===== config.mk =====
export PLATFORM = sky130hd
export DESIGN_NAME = imem_loader
export DESIGN_NICKNAME = d
export VERILOG_FILES = /design/src/rtl/imem_loader.sv
export SDC_FILE = /design/constraint.sdc
export NUM_CORES = 1
export LEC_CHECK = 0
export CELL_PAD_IN_SITES_DETAIL_PLACEMENT = 0
export CELL_PAD_IN_SITES_GLOBAL_PLACEMENT = 1
export CORE_MARGIN = 2
export CORE_UTILIZATION = 33
export DETAILED_ROUTE_END_ITERATION = 6
export GPL_ROUTABILITY_DRIVEN = 0
export PLACE_DENSITY_LB_ADDON = 0.12
export SLEW_MARGIN = 20
export SYNTH_ARGS = -nofsm -noshare
export SYNTH_HDL_FRONTEND = slang
export SYNTH_SLANG_ARGS = --single-unit

===== constraint.sdc =====
create_clock -name clock -period 5.9 [get_ports clock]
set_clock_uncertainty 0.05 [all_clocks]
set_input_delay 0.885 -clock clock [delete_from_list [all_inputs] [get_ports clock]]
set_output_delay 0.885 -clock clock [all_outputs]
set_load 0.005 [all_outputs]

===== src/rtl/imem_loader.sv =====
// Boot-time loader: byte stream -> big-endian 32-bit words -> instruction memory, holding the CPU in reset until done.
// Optional trailing checksum byte enabled by defining IMEM_LOADER_CSUM_EN.
module imem_loader #(
  parameter int ADDR_WIDTH = 8
) (
  input  logic        clock,
  input  logic        reset_n,
  input  logic        byte_valid,
  input  logic [7:0]  byte_data,
  output logic        byte_ready,
  output logic        mem_we,
  output logic [31:0] mem_addr,
  output logic [31:0] mem_wdata,
  output logic        cpu_hold,
  output logic        done,
  output logic        error,
  output logic [15:0] words_loaded
);

  typedef enum logic [2:0] {
    LEN_HI = 3'd0,
    LEN_LO = 3'd1,
    DATA   = 3'd2,
    WRITE  = 3'd3,
`ifdef IMEM_LOADER_CSUM_EN
    CSUM   = 3'd4,
`endif
    DONE   = 3'd5,
    ERROR  = 3'd6
  } state_t;

  localparam logic [16:0] MAX_WORDS = 17'd1 << ADDR_WIDTH;

  state_t      state_r;
  state_t      state_next_s;
  logic [15:0] count_r;
  logic [15:0] count_s;
  logic [1:0]  byte_idx_r;
  logic [31:0] asm_r;
  logic [15:0] words_r;
  logic        transfer_s;
  logic        byte_ready_r;
  logic        mem_we_r;
  logic [31:0] mem_addr_r;
  logic [31:0] mem_wdata_r;
  logic        cpu_hold_r;
  logic        done_r;
  logic        error_r;
`ifdef IMEM_LOADER_CSUM_EN
  logic [7:0]  csum_r;

  // Modulo-256 running sum of data bytes
  function automatic logic [7:0] csum_add(input logic [7:0] acc, input logic [7:0] b);
    return acc + b;
  endfunction
`endif

  // Ready is a pure function of the state being entered, so it can be registered
  function automatic logic ready_for(input state_t s);
    logic r;
    case (s)
      LEN_HI, LEN_LO, DATA: r = 1'b1;
`ifdef IMEM_LOADER_CSUM_EN
      CSUM:                 r = 1'b1;
`endif
      default:              r = 1'b0;
    endcase
    return r;
  endfunction

  assign transfer_s = byte_valid && byte_ready_r;
  assign count_s    = {count_r[15:8], byte_data};

  // Next-state decode
  always_comb begin
    state_next_s = state_r;
    case (state_r)
      LEN_HI: begin
        if (transfer_s) state_next_s = LEN_LO;
        else            state_next_s = state_r;
      end
      LEN_LO: begin
        if (!transfer_s)                       state_next_s = state_r;
        else if ({1'b0, count_s} > MAX_WORDS)  state_next_s = ERROR;
        else if (count_s == 16'd0)
`ifdef IMEM_LOADER_CSUM_EN
                                               state_next_s = CSUM;
`else
                                               state_next_s = DONE;
`endif
        else                                   state_next_s = DATA;
      end
      DATA: begin
        if (transfer_s && byte_idx_r == 2'd3) state_next_s = WRITE;
        else                                   state_next_s = state_r;
      end
      WRITE: begin
        if (({1'b0, words_r} + 17'd1) < {1'b0, count_r}) state_next_s = DATA;
        else
`ifdef IMEM_LOADER_CSUM_EN
          state_next_s = CSUM;
`else
          state_next_s = DONE;
`endif
      end
`ifdef IMEM_LOADER_CSUM_EN
      CSUM: begin
        if (!transfer_s)            state_next_s = state_r;
        else if (byte_data == csum_r) state_next_s = DONE;
        else                        state_next_s = ERROR;
      end
`endif
      DONE:    state_next_s = DONE;
      ERROR:   state_next_s = ERROR;
      default: state_next_s = ERROR;
    endcase
  end

  // State, datapath and registered outputs
  always_ff @(posedge clock) begin
    if (!reset_n) begin
      state_r      <= LEN_HI;
      count_r      <= 16'd0;
      byte_idx_r   <= 2'd0;
      asm_r        <= 32'd0;
      words_r      <= 16'd0;
      byte_ready_r <= 1'b1;
      mem_we_r     <= 1'b0;
      mem_addr_r   <= 32'd0;
      mem_wdata_r  <= 32'd0;
      cpu_hold_r   <= 1'b1;
      done_r       <= 1'b0;
      error_r      <= 1'b0;
`ifdef IMEM_LOADER_CSUM_EN
      csum_r       <= 8'd0;
`endif
    end else begin
      state_r      <= state_next_s;
      byte_ready_r <= ready_for(state_next_s);
      mem_we_r     <= (state_next_s == WRITE);
      cpu_hold_r   <= (state_next_s != DONE);
      done_r       <= (state_next_s == DONE);
      error_r      <= (state_next_s == ERROR);
      if (transfer_s && state_r == LEN_HI) count_r[15:8] <= byte_data;
      if (transfer_s && state_r == LEN_LO) count_r[7:0]  <= byte_data;
      if (transfer_s && state_r == DATA) begin
        asm_r      <= {asm_r[23:0], byte_data};
        byte_idx_r <= byte_idx_r + 2'd1;
`ifdef IMEM_LOADER_CSUM_EN
        csum_r     <= csum_add(csum_r, byte_data);
`endif
      end
      // Capture the write beat as WRITE is entered so the strobe and data line up
      if (state_r == DATA && state_next_s == WRITE) begin
        mem_addr_r  <= {14'd0, words_r, 2'b00};
        mem_wdata_r <= {asm_r[23:0], byte_data};
      end
      if (state_r == WRITE) words_r <= words_r + 16'd1;
    end
  end

  assign byte_ready   = byte_ready_r;
  assign mem_we       = mem_we_r;
  assign mem_addr     = mem_addr_r;
  assign mem_wdata    = mem_wdata_r;
  assign cpu_hold     = cpu_hold_r;
  assign done         = done_r;
  assign error        = error_r;
  assign words_loaded = words_r;

endmodule


==> impl_metrics.yaml, run 1 <==
outcome:
  outcome: "complete, no violations"
setup_path:
  cp-start-kind: "register"
  cp_max_fo: 7
  arrival_ps: 3930
  cp-end-kind: "register"
  cp_data_required_time_ps: 6160
  worst-setup-path-type: "reg -> reg"
drt:
  drcViolationCount: 0
  ant_nets: 0
  dr.max_layer_used: "met4"
  wl_um: 12710
  wl_met3_um: 659
  drt_first_iter_violations: 221
  viasPerCell: 4.554
  num_vias: 4058
  wire_per_inst_um: 14.26
  dr.pass1.iters: 4
  wl_met1_um: 6547
  dr_wl_met2_um: 5258
synthesis:
  synth_area_leaders: "dfxtp_1, nand2_1, a21boi_1, ha_1, mux2i_1"
  ys_seq_area_frac: 0.4406
  synth_top_area_cell: "dfxtp_1"
  synth-seq-cells: 114
  ys_types: 47
  async_flop_share: 0
  ys.flop_type: "dfxtp_1"
  synth_edf_count: 0
  synth_cells: 605
  synthesis.area_um2: 5180
  syn_area_per_cell_um2: 8.562
  yosys_warnings: 0
  synth_top_cell_area_share: 0.4406
clocking:
  path_clk_slew_ps: 50
  htree_levels: 4
  postCtsSetupBuffers: 0
  ctsResizeCount: 0
  worstSkewPairLatency_ps: 420
  cts_tree: "done"
  clock-root-buffer: "clkbuf_16"
  clockBufferDepth: 2
  cts_buffers: 17
  clkSinkCount: 114
  ctsHoldBuffers: 0
floorplanning:
  dieArea_um2: 16710
  die_h_um: 129.3
  coreArea_um2: 15260
  start_util: 0.3395
  ios: 96
  rows: 45
  die_x_um: 129.3
timing:
  setup_viol: 0
  relSlewSlack: 0.3513
  fmax_mhz: 272.4
  final.setup.tns_ps: 0
  finalHoldViolCount: 0
  slew_violations: 0
  finalCritPeriodShare: 0.6222
  final.min_clock_period_ps: 3671
  worst-slew-pin-transition_ps: 969.7
  rsz0062_at_grt: "false"
power_and_ir_drop:
  power.leakage_uw: 0.002375
  ir_worst_vdd_uv: 201.7
  power.density_nw_per_um2: 333.1
finish:
  final_nets: 695
  syn_to_final_growth_pct: 28.45
  multi_input_area_um2: 2618
  seq_area_um2: 2282
  num_antenna_cells: 0
  utilization: 0.4361
  fillCellCount: 1521
  layout-drive-gt1-share: 0.06471
placement:
  hpwl_um: 8457
  numPortBuffers: 79
grt:
  grt_max_degree: 58
  overflow: 0
  grt_pass1_wl_um: 20760
  grt_pass1_vias: 3896
  antenna_found_initial: 0
  grtUsageTotal: 0.1621
min_path:
  hp-class: "reg -> reg"
flow_run:
  timing.max_cap.violations: 0
==> final cells by class <==
| type | instances | area share |
|---|---|---|
| Multi-Input combinational cell | 435 | 0.3934 |
| Sequential cell | 114 | 0.3430 |
| Timing Repair Buffer | 80 | 0.1192 |
| Clock buffer | 24 | 0.07540 |
| Tap cell | 211 | 0.03968 |
| Clock inverter | 8 | 0.01862 |
| Inverter | 19 | 0.01072 |
==> metrics by stage <==
step | hold WS (ps) | setup WS (ps) | power [µW] | instances | area (µm²)
after floorplan | 381.0 | 2982 | 1086 | 620 | 5236
after global placement | 392.2 | 2071 | 1153 | 859 | 6028
after detailed placement | 395.2 | 1965 | 1161 | 859 | 6028
after CTS | 402.8 | 2229 | 2245 | 891 | 6654
after global routing | 414.6 | 1863 | 2323 | 891 | 6654
final | 398.1 | 2229 | 2216 | 891 | 6654
==> cell usage in the layout (no fill, tap or decap), drive strengths merged, types with 2 or more instances in the layout <==
| master | synthesis | routed |
|---|---|---|
| and3 | 4 | 4 |
| inv | 19 | 19 |
| buf | 24 | 2 |
| xor2 | 10 | 10 |
| clkbuf | 28 | 24 |
| mux2i | 16 | 16 |
| nor3 | 4 | 4 |
| or3 | 6 | 6 |
| conb | 1 | 16 |
| nand4 | 5 | 5 |
| clkinvlp | 0 | 2 |
| dfxtp | 114 | 114 |
| nand2b | 3 | 3 |
| a21o | 2 | 2 |
| clkdlybuf4s50 | 0 | 78 |
| nor2 | 13 | 13 |
| nor2b | 17 | 17 |
| xnor2 | 17 | 17 |
| clkinv | 0 | 3 |
| a21boi | 81 | 81 |
| and2 | 12 | 12 |
| nor4 | 3 | 3 |
| nand3 | 8 | 8 |
| a21oi | 9 | 9 |
| o21ai | 12 | 12 |
| nand3b | 2 | 2 |
| ha | 17 | 17 |
| or4 | 2 | 2 |
| bufinv | 0 | 3 |
| nand2 | 164 | 164 |
==> critical path, stage by stage, from the launching register on <==
cell,delay [ps]
dfxtp_1,500
nand3_1,150
nor3_1,610
nand4_1,330
nor2_1,210
xor2_1,160
ha_1,260
a21oi_1,200
o31ai_2,160
nor4b_1,430
o21ai_1,180
nor3b_1,330
==> synth_stat cells (3+ instances only) <==
| cell | instances |
|---|---|
| nand4_1 | 5 |
| and2_1 | 12 |
| buf_2 | 5 |
| nand2b_1 | 3 |
| or3_1 | 6 |
| dfxtp_1 | 114 |
| mux2i_1 | 16 |
| buf_4 | 18 |
| nor4_1 | 3 |
| and3_1 | 4 |
| ha_1 | 17 |
| o21ai_1 | 5 |
| nand3_1 | 8 |
| nor3_1 | 3 |
| nor2b_1 | 17 |
| xor2_1 | 10 |
| a21oi_1 | 7 |
| nand2_1 | 164 |
| o21ai_0 | 6 |
| inv_1 | 19 |
| xnor2_1 | 17 |
| clkbuf_1 | 28 |
| a21boi_1 | 73 |
| a21boi_0 | 8 |
| nor2_1 | 10 |
==> layer usage <==
metal / GRT usage / vias up
li1: - / 2090
met1: 0.2240 / 1854
met2: 0.2322 / 92
met3: 0.05739 / 22
met4: 0.06010 / 0
met5: 0 / -
==> sequential cells by signal (all words and copies together), names as in the netlist <==
register,cells
count_r,16
mem_addr,16
state_r,3
mem_wdata,32
cpu_hold,1
mem_we,1
done,1
words_loaded,16
asm_r,24
error,1
byte_idx_r,2
byte_ready,1
==> where the power goes <==
group / switching (µW) / total [µW] / leakage [µW] / internal [µW]
clock: 353 / 1070 / 0.000302 / 719
combinational: 170 / 295 / 0.00115 / 125
sequential: 40.2 / 850 / 0.000921 / 810
total: 563 / 2220 / 0.00237 / 1650
==> worst paths after layout <==
| path | startpoint | to | slack (ps) | depth (start not counted) |
|---|---|---|---|---|
| min | mem_wdata[19] | mem_wdata[19] | 400 | 2 |
| max | words_loaded[0] | error | 2230 | 11 |
| max reg2reg | words_loaded[0] | error | 2230 | 11 |
| min reg2reg | mem_wdata[19] | mem_wdata[19] | 400 | 2 |
==> cell families after synthesis <==
kind of cell               Yosys count  synth area share
AOI/OAI and AO/OA                  112            0.1585
adders and majority gates           17           0.04106
muxes                               16           0.03092
buffers and inverters               71           0.06570
and+or+nand+nor                    247            0.2169
DFF                                114            0.4406
other                                1         0.0007239
xor gates and xnor gates            27           0.04565
(Power assumes the default switching activity.)
==> run 2: changes to the inputs <==
==> constraint.sdc (replaced) <==
create_clock -name clock -period 3.3 [get_ports clock]
set_clock_uncertainty 0.05 [all_clocks]
set_input_delay 0.495 -clock clock [delete_from_list [all_inputs] [get_ports clock]]
set_output_delay 0.495 -clock clock [all_outputs]
set_load 0.005 [all_outputs]
==> run 2 against run 1 <==
Effect of this change:
- non-clock buffer count is 19 higher
- via count up 3.3%
- routed wire length increased by 0.82%
- combinational power grew 85%
- core utilization grew 0.91 points
- clock power is 71% higher
- highest routed layer unchanged
==> impl_metrics.yaml, run 2 (synthesized netlist as in run 1, its figures left out) <==
flow_run:
  timing.max_cap.violations: 0
setup_path:
  worstPathCellList: "ha_1 -> nand3_1 -> or2_4 -> buf_4 -> nor2_1 -> xor2_1 -> ha_1 -> nand4_1 -> a211o_1 -> a21oi_2 -> o31a_1 -> o21a_1 -> o221a_1"
  worst-setup-path-type: "reg -> reg"
  arrival_ps: 3270
  cpPeakStageDelay_ps: 340
  cp_slowest_cell: "or2_4"
  path_buf_inv: 1
  crit_family: "compound AO/OA/AOI/OAI gates"
  cp_data_required_time_ps: 3550
  cp-end-kind: "register"
  cp-start-kind: "register"
  crit_top_cell: "ha_1"
  cp_max_fo: 5
power_and_ir_drop:
  power_frac_seq: 0.391
  combPwrFrac: 0.140
  clkPwrFrac: 0.469
  p_sw_uw: 1039
  power.leakage_uw: 0.002472
  power.density_nw_per_um2: 573.4
  ir_worst_vdd_uv: 427.3
  p_int_uw: 2857
  switching_share: 0.2666
placement:
  hpwl_um: 9064
  numPortBuffers: 79
timing:
  setup_viol: 0
  relSlewSlack: 0.4665
  final.min_clock_period_ps: 3013
  fin_hold_ws_ps: 400.3
  slew_violations: 0
  fmax_mhz: 331.9
  finalHoldViolCount: 0
  rsz0062_at_grt: "false"
  worst-slew-pin-transition_ps: 795.9
  finalCritPeriodShare: 0.9131
  final.setup.tns_ps: 0
finish:
  layout-drive-gt1-share: 0.09871
  largest_reg_flops: 32
  final_cell_mix: "nand2_1, dfxtp_1, clkdlybuf4s50_1"
  num_antenna_cells: 0
  final_common_cell: "nand2_1"
  final_nets: 714
  syn_to_final_growth_pct: 31.14
floorplanning:
  coreArea_um2: 15260
  start_util: 0.3395
  rows: 45
  ios: 96
  die_h_um: 129.3
  dieArea_um2: 16710
  die_x_um: 129.3
drt:
  drcViolationCount: 0
  ant_nets: 0
  wire_per_inst_um: 14.08
  drt_first_iter_violations: 217
  viasPerCell: 4.605
  num_vias: 4191
  dr.pass1.iters: 4
  wl_um: 12810
grt:
  grt_pass1_vias: 4033
  grt_max_degree: 59
  antenna_found_initial: 0
  overflow: 0
  grt_pass1_wl_um: 20960
  grtUsageTotal: 0.1630
clocking:
  clkSinkCount: 114
  worstSkewPairLatency_ps: 420
  htree_levels: 4
  clockBufferDepth: 2
  cts_buffers: 17
  cts_tree: "done"
  clock-root-buffer: "clkbuf_16"
  path_clk_slew_ps: 60
min_path:
  hp-class: "reg -> reg"
outcome:
  outcome: "complete, no violations"
-- run 2: final cells by class --
class | count | area [µm²]
clock inverter | 12 | 130.1
tap | 211 | 264.0
timing repair buffer | 99 | 948.4
fill | 1522 | 8466
sequential | 114 | 2283
clock buffer | 20 | 466.7
inverter | 19 | 71.32
multi-input combinational | 435 | 2629
-- run 2: worst min-delay path, stage by stage, from the launching register on --
cell      delay (ps)
dfxtp_1          300
nand2_1           50
a21boi_1          50
-- run 2: timing repair --
| action | 4_1_cts | 5_1_grt |
|---|---|---|
| setup endpoints to repair | 0 | 5 |
| endpoints found under the hold margin | 0 | 0 |
| gates resized for setup | 0 | 4 |
| hold buffers | 0 | 0 |
| setup buffers | 0 | 0 |
-- run 2: routing by layer --
metal | part of all wire | track usage
met2 | 0.43 | 0.2433
met3 | 0.043 | 0.04418
met5 | 0 | 0
met4 | 0.017 | 0.07097
met1 | 0.51 | 0.2211
-- run 2: path summary, 6_finish.rpt --
path	startpoint	end	slack (ps)	depth (start not counted)
worst min-delay path	mem_addr[6]	mem_addr[6]	400	2
worst max-delay path	words_loaded[0]	done	290	13
worst min register to register	mem_addr[6]	mem_addr[6]	400	2
worst max register to register	words_loaded[0]	done	290	13
-- run 2: power by group through the flow --
stage / Sequential [µW] / Clock, µW / Combinational [µW]
after global routing: 1530 / 1940 / 615
after CTS: 1520 / 1870 / 541
after floorplan: 1520 / 0 / 426
final: 1520 / 1830 / 547
after global placement: 1550 / 0 / 531
after detailed placement: 1550 / 0 / 538
-- run 2: metrics by stage --
stage          power, µW  setup slack [ps]    util  cells  area [µm²]
2_1_floorplan       1942             382.5       -    620        5236
4_1_cts             3934             227.3  0.4444    910        6780
3_3_place_gp        2079             333.2  0.4052    878        6183
5_1_grt             4083             3.663  0.4452    910        6793
3_5_place_dp        2087             242.5  0.4052    878        6183
6_report            3895             286.7  0.4452    910        6793
==> run 3: changes to the inputs <==
--- a/config.mk
+++ b/config.mk
@@ -7,8 +7,7 @@
 export LEC_CHECK = 0
 export CELL_PAD_IN_SITES_DETAIL_PLACEMENT = 0
 export CELL_PAD_IN_SITES_GLOBAL_PLACEMENT = 1
-export CORE_MARGIN = 2
-export CORE_UTILIZATION = 33
+export CORE_UTILIZATION = 35
 export DETAILED_ROUTE_END_ITERATION = 6
 export GPL_ROUTABILITY_DRIVEN = 0
 export PLACE_DENSITY_LB_ADDON = 0.12
==> run 3 against run 2 <==
Effect of this change:
- routed wire length decreased by 3.5%
- via count decreased by 0.91%
- maximum frequency decreased by 0.59%
- register-to-register slack got worse by 20 ps
- global-route usage increased by 1.1 points
- count of clock-buffer cells in the layout increased by 2
- worst setup slack got worse by 18 ps
- combinational power about the same
- power increased by 1.3%
- largest cell class unchanged
- highest routed layer unchanged
==> impl_metrics.yaml, run 3 (synthesized netlist as in run 1, its figures left out) <==
timing:
  worst-slew-pin-transition_ps: 876.1
  relSlewSlack: 0.4128
  finalHoldViolCount: 0
  final.min_clock_period_ps: 3031
  rsz0062_at_grt: "false"
  fmax_mhz: 329.9
  final.setup.tns_ps: 0
  setup_viol: 0
  slew_violations: 0
  finalCritPeriodShare: 0.9185
finish:
  final_cell_mix: "nand2_1, dfxtp_1, clkdlybuf4s50_1"
  final_common_cell: "nand2_1"
  layout-drive-gt1-share: 0.08987
  final_nets: 716
  syn_to_final_growth_pct: 30.82
  largest_reg_flops: 32
  utilization: 0.4680
  num_antenna_cells: 0
floorplanning:
  die_x_um: 123.7
  coreArea_um2: 14480
  dieArea_um2: 15290
  ios: 96
  rows: 44
  die_h_um: 123.7
  start_util: 0.3578
setup_path:
  worst-setup-path-type: "reg -> reg"
  reg2regPathDepth: 13
  crit_top_cell: "ha_1"
  path_buf_inv: 0
  crit_family: "simple AND/OR/NAND/NOR gates"
  rr_startpoint: "words_loaded[0]"
  cp-start-kind: "register"
  r2r_end: "error"
  cp-end-kind: "register"
  cp_max_fo: 5
  cp_data_required_time_ps: 3570
  r2r_setup_slack_ps: 270
  arrival_ps: 3310
  cpPeakStageDelay_ps: 370
  worstPathCellList: "ha_1 -> nand3_1 -> or2_1 -> nor2_1 -> nand2_1 -> xnor2_1 -> ha_1 -> a21o_1 -> a21oi_1 -> o31ai_2 -> nor4b_1 -> o21ai_1 -> nor3b_1"
  cp_slowest_cell: "or2_1"
outcome:
  outcome: "complete, no violations"
drt:
  num_vias: 4153
  wl_um: 12370
  dr.pass1.iters: 4
  ant_nets: 0
  drt_first_iter_violations: 204
  drcViolationCount: 0
  wire_per_inst_um: 13.97
  viasPerCell: 4.693
grt:
  antenna_found_initial: 0
  overflow: 0
  grt_max_degree: 40
  grt_pass1_vias: 3891
  grt_pass1_wl_um: 19910
  grtUsageTotal: 0.1743
min_path:
  hold_path_depth: 2
  hp-class: "reg -> reg"
  hold_end: "mem_wdata[13]"
  min-delay-start: "mem_wdata[13]"
clocking:
  cts_tree: "done"
  clock-root-buffer: "clkbuf_16"
  postCtsSetupBuffers: 0
  clkSinkCount: 114
  worstSkewPairLatency_ps: 410
  path_clk_slew_ps: 50
  clockBufferDepth: 2
  ctsResizeCount: 0
  ctsHoldBuffers: 0
  cts_buffers: 17
  htree_levels: 4
power_and_ir_drop:
  ir_worst_vdd_uv: 391.9
  power.density_nw_per_um2: 582.4
  power.leakage_uw: 0.002472
placement:
  hpwl_um: 8825
  numPortBuffers: 79
flow_run:
  timing.max_cap.violations: 0
[run 3: cell count changes in the layout (fill, tap and decap cells not counted), moves of 2 or more]
cell and delta:
clkinv_4 -2, inv_6 -2, clkbuf_8 -2, buf_4 +2, clkbuf_1 +4, bufinv_16 +2
[run 3: area by class of cell]
| class | instances | area, µm² |
|---|---|---|
| Fill cell | 1407 | 7702 |
| Multi-Input combinational cell | 435 | 2618 |
| Sequential cell | 114 | 2282 |
| Timing Repair Buffer | 101 | 963.4 |
| Clock buffer | 22 | 454.2 |
| Tap cell | 184 | 230.2 |
| Clock inverter | 10 | 157.7 |
| Inverter | 19 | 71.32 |
[run 3: worst max path at each step]
stage	from	endpoint	depth (start not counted)
floorplan	words_loaded[0]	error	14
global placement	words_loaded[4]	cpu_hold	13
detailed placement	words_loaded[0]	error	13
CTS	words_loaded[4]	cpu_hold	13
global route	words_loaded[4]	cpu_hold	13
finish	words_loaded[0]	error	13
[run 3: metal layers]
metal  up-vias  GRT usage  part of all wire  wire length (µm)
met5         -          0                 0                 0
li1       2129          -                 -                 -
met4         0    0.06325             0.012               151
met1      1924     0.2363              0.50              6218
met2        91     0.2628              0.44              5462
met3         9    0.04808             0.043               532
[run 3: power breakdown]
group | internal (µW) | leakage, µW | switching, µW
Sequential | 1450 | 0.000921 | 66.2
Combinational | 235 | 0.00126 | 310
Clock | 1280 | 0.000290 | 612
Total | 2960 | 0.00247 | 988
[run 3: worst register-to-register path, stage by stage, from the launching register on]
cell and delay, ps:
dfxtp_1 340, ha_1 210, nand3_1 180, or2_1 370, nor2_1 120, nand2_1 70, xnor2_1 150, ha_1 300
a21o_1 160, a21oi_1 170, o31ai_2 130, nor4b_1 310, o21ai_1 160, nor3b_1 220
[run 3: stage by stage]
| step | hold slack (ps) | total power, µW | setup WS (ps) | instance area, µm² | cells |
|---|---|---|---|---|---|
| after global placement | 392.0 | 2074 | 399.4 | 6165 | 853 |
| after floorplan | 381.0 | 1942 | 382.5 | 5236 | 620 |
| after CTS | 402.6 | 3987 | 270.3 | 6777 | 885 |
| after detailed placement | 395.3 | 2085 | 331.3 | 6165 | 853 |
| final | 400.0 | 3947 | 268.9 | 6777 | 885 |
| after global routing | 421.5 | 4143 | 9.665 | 6777 | 885 |
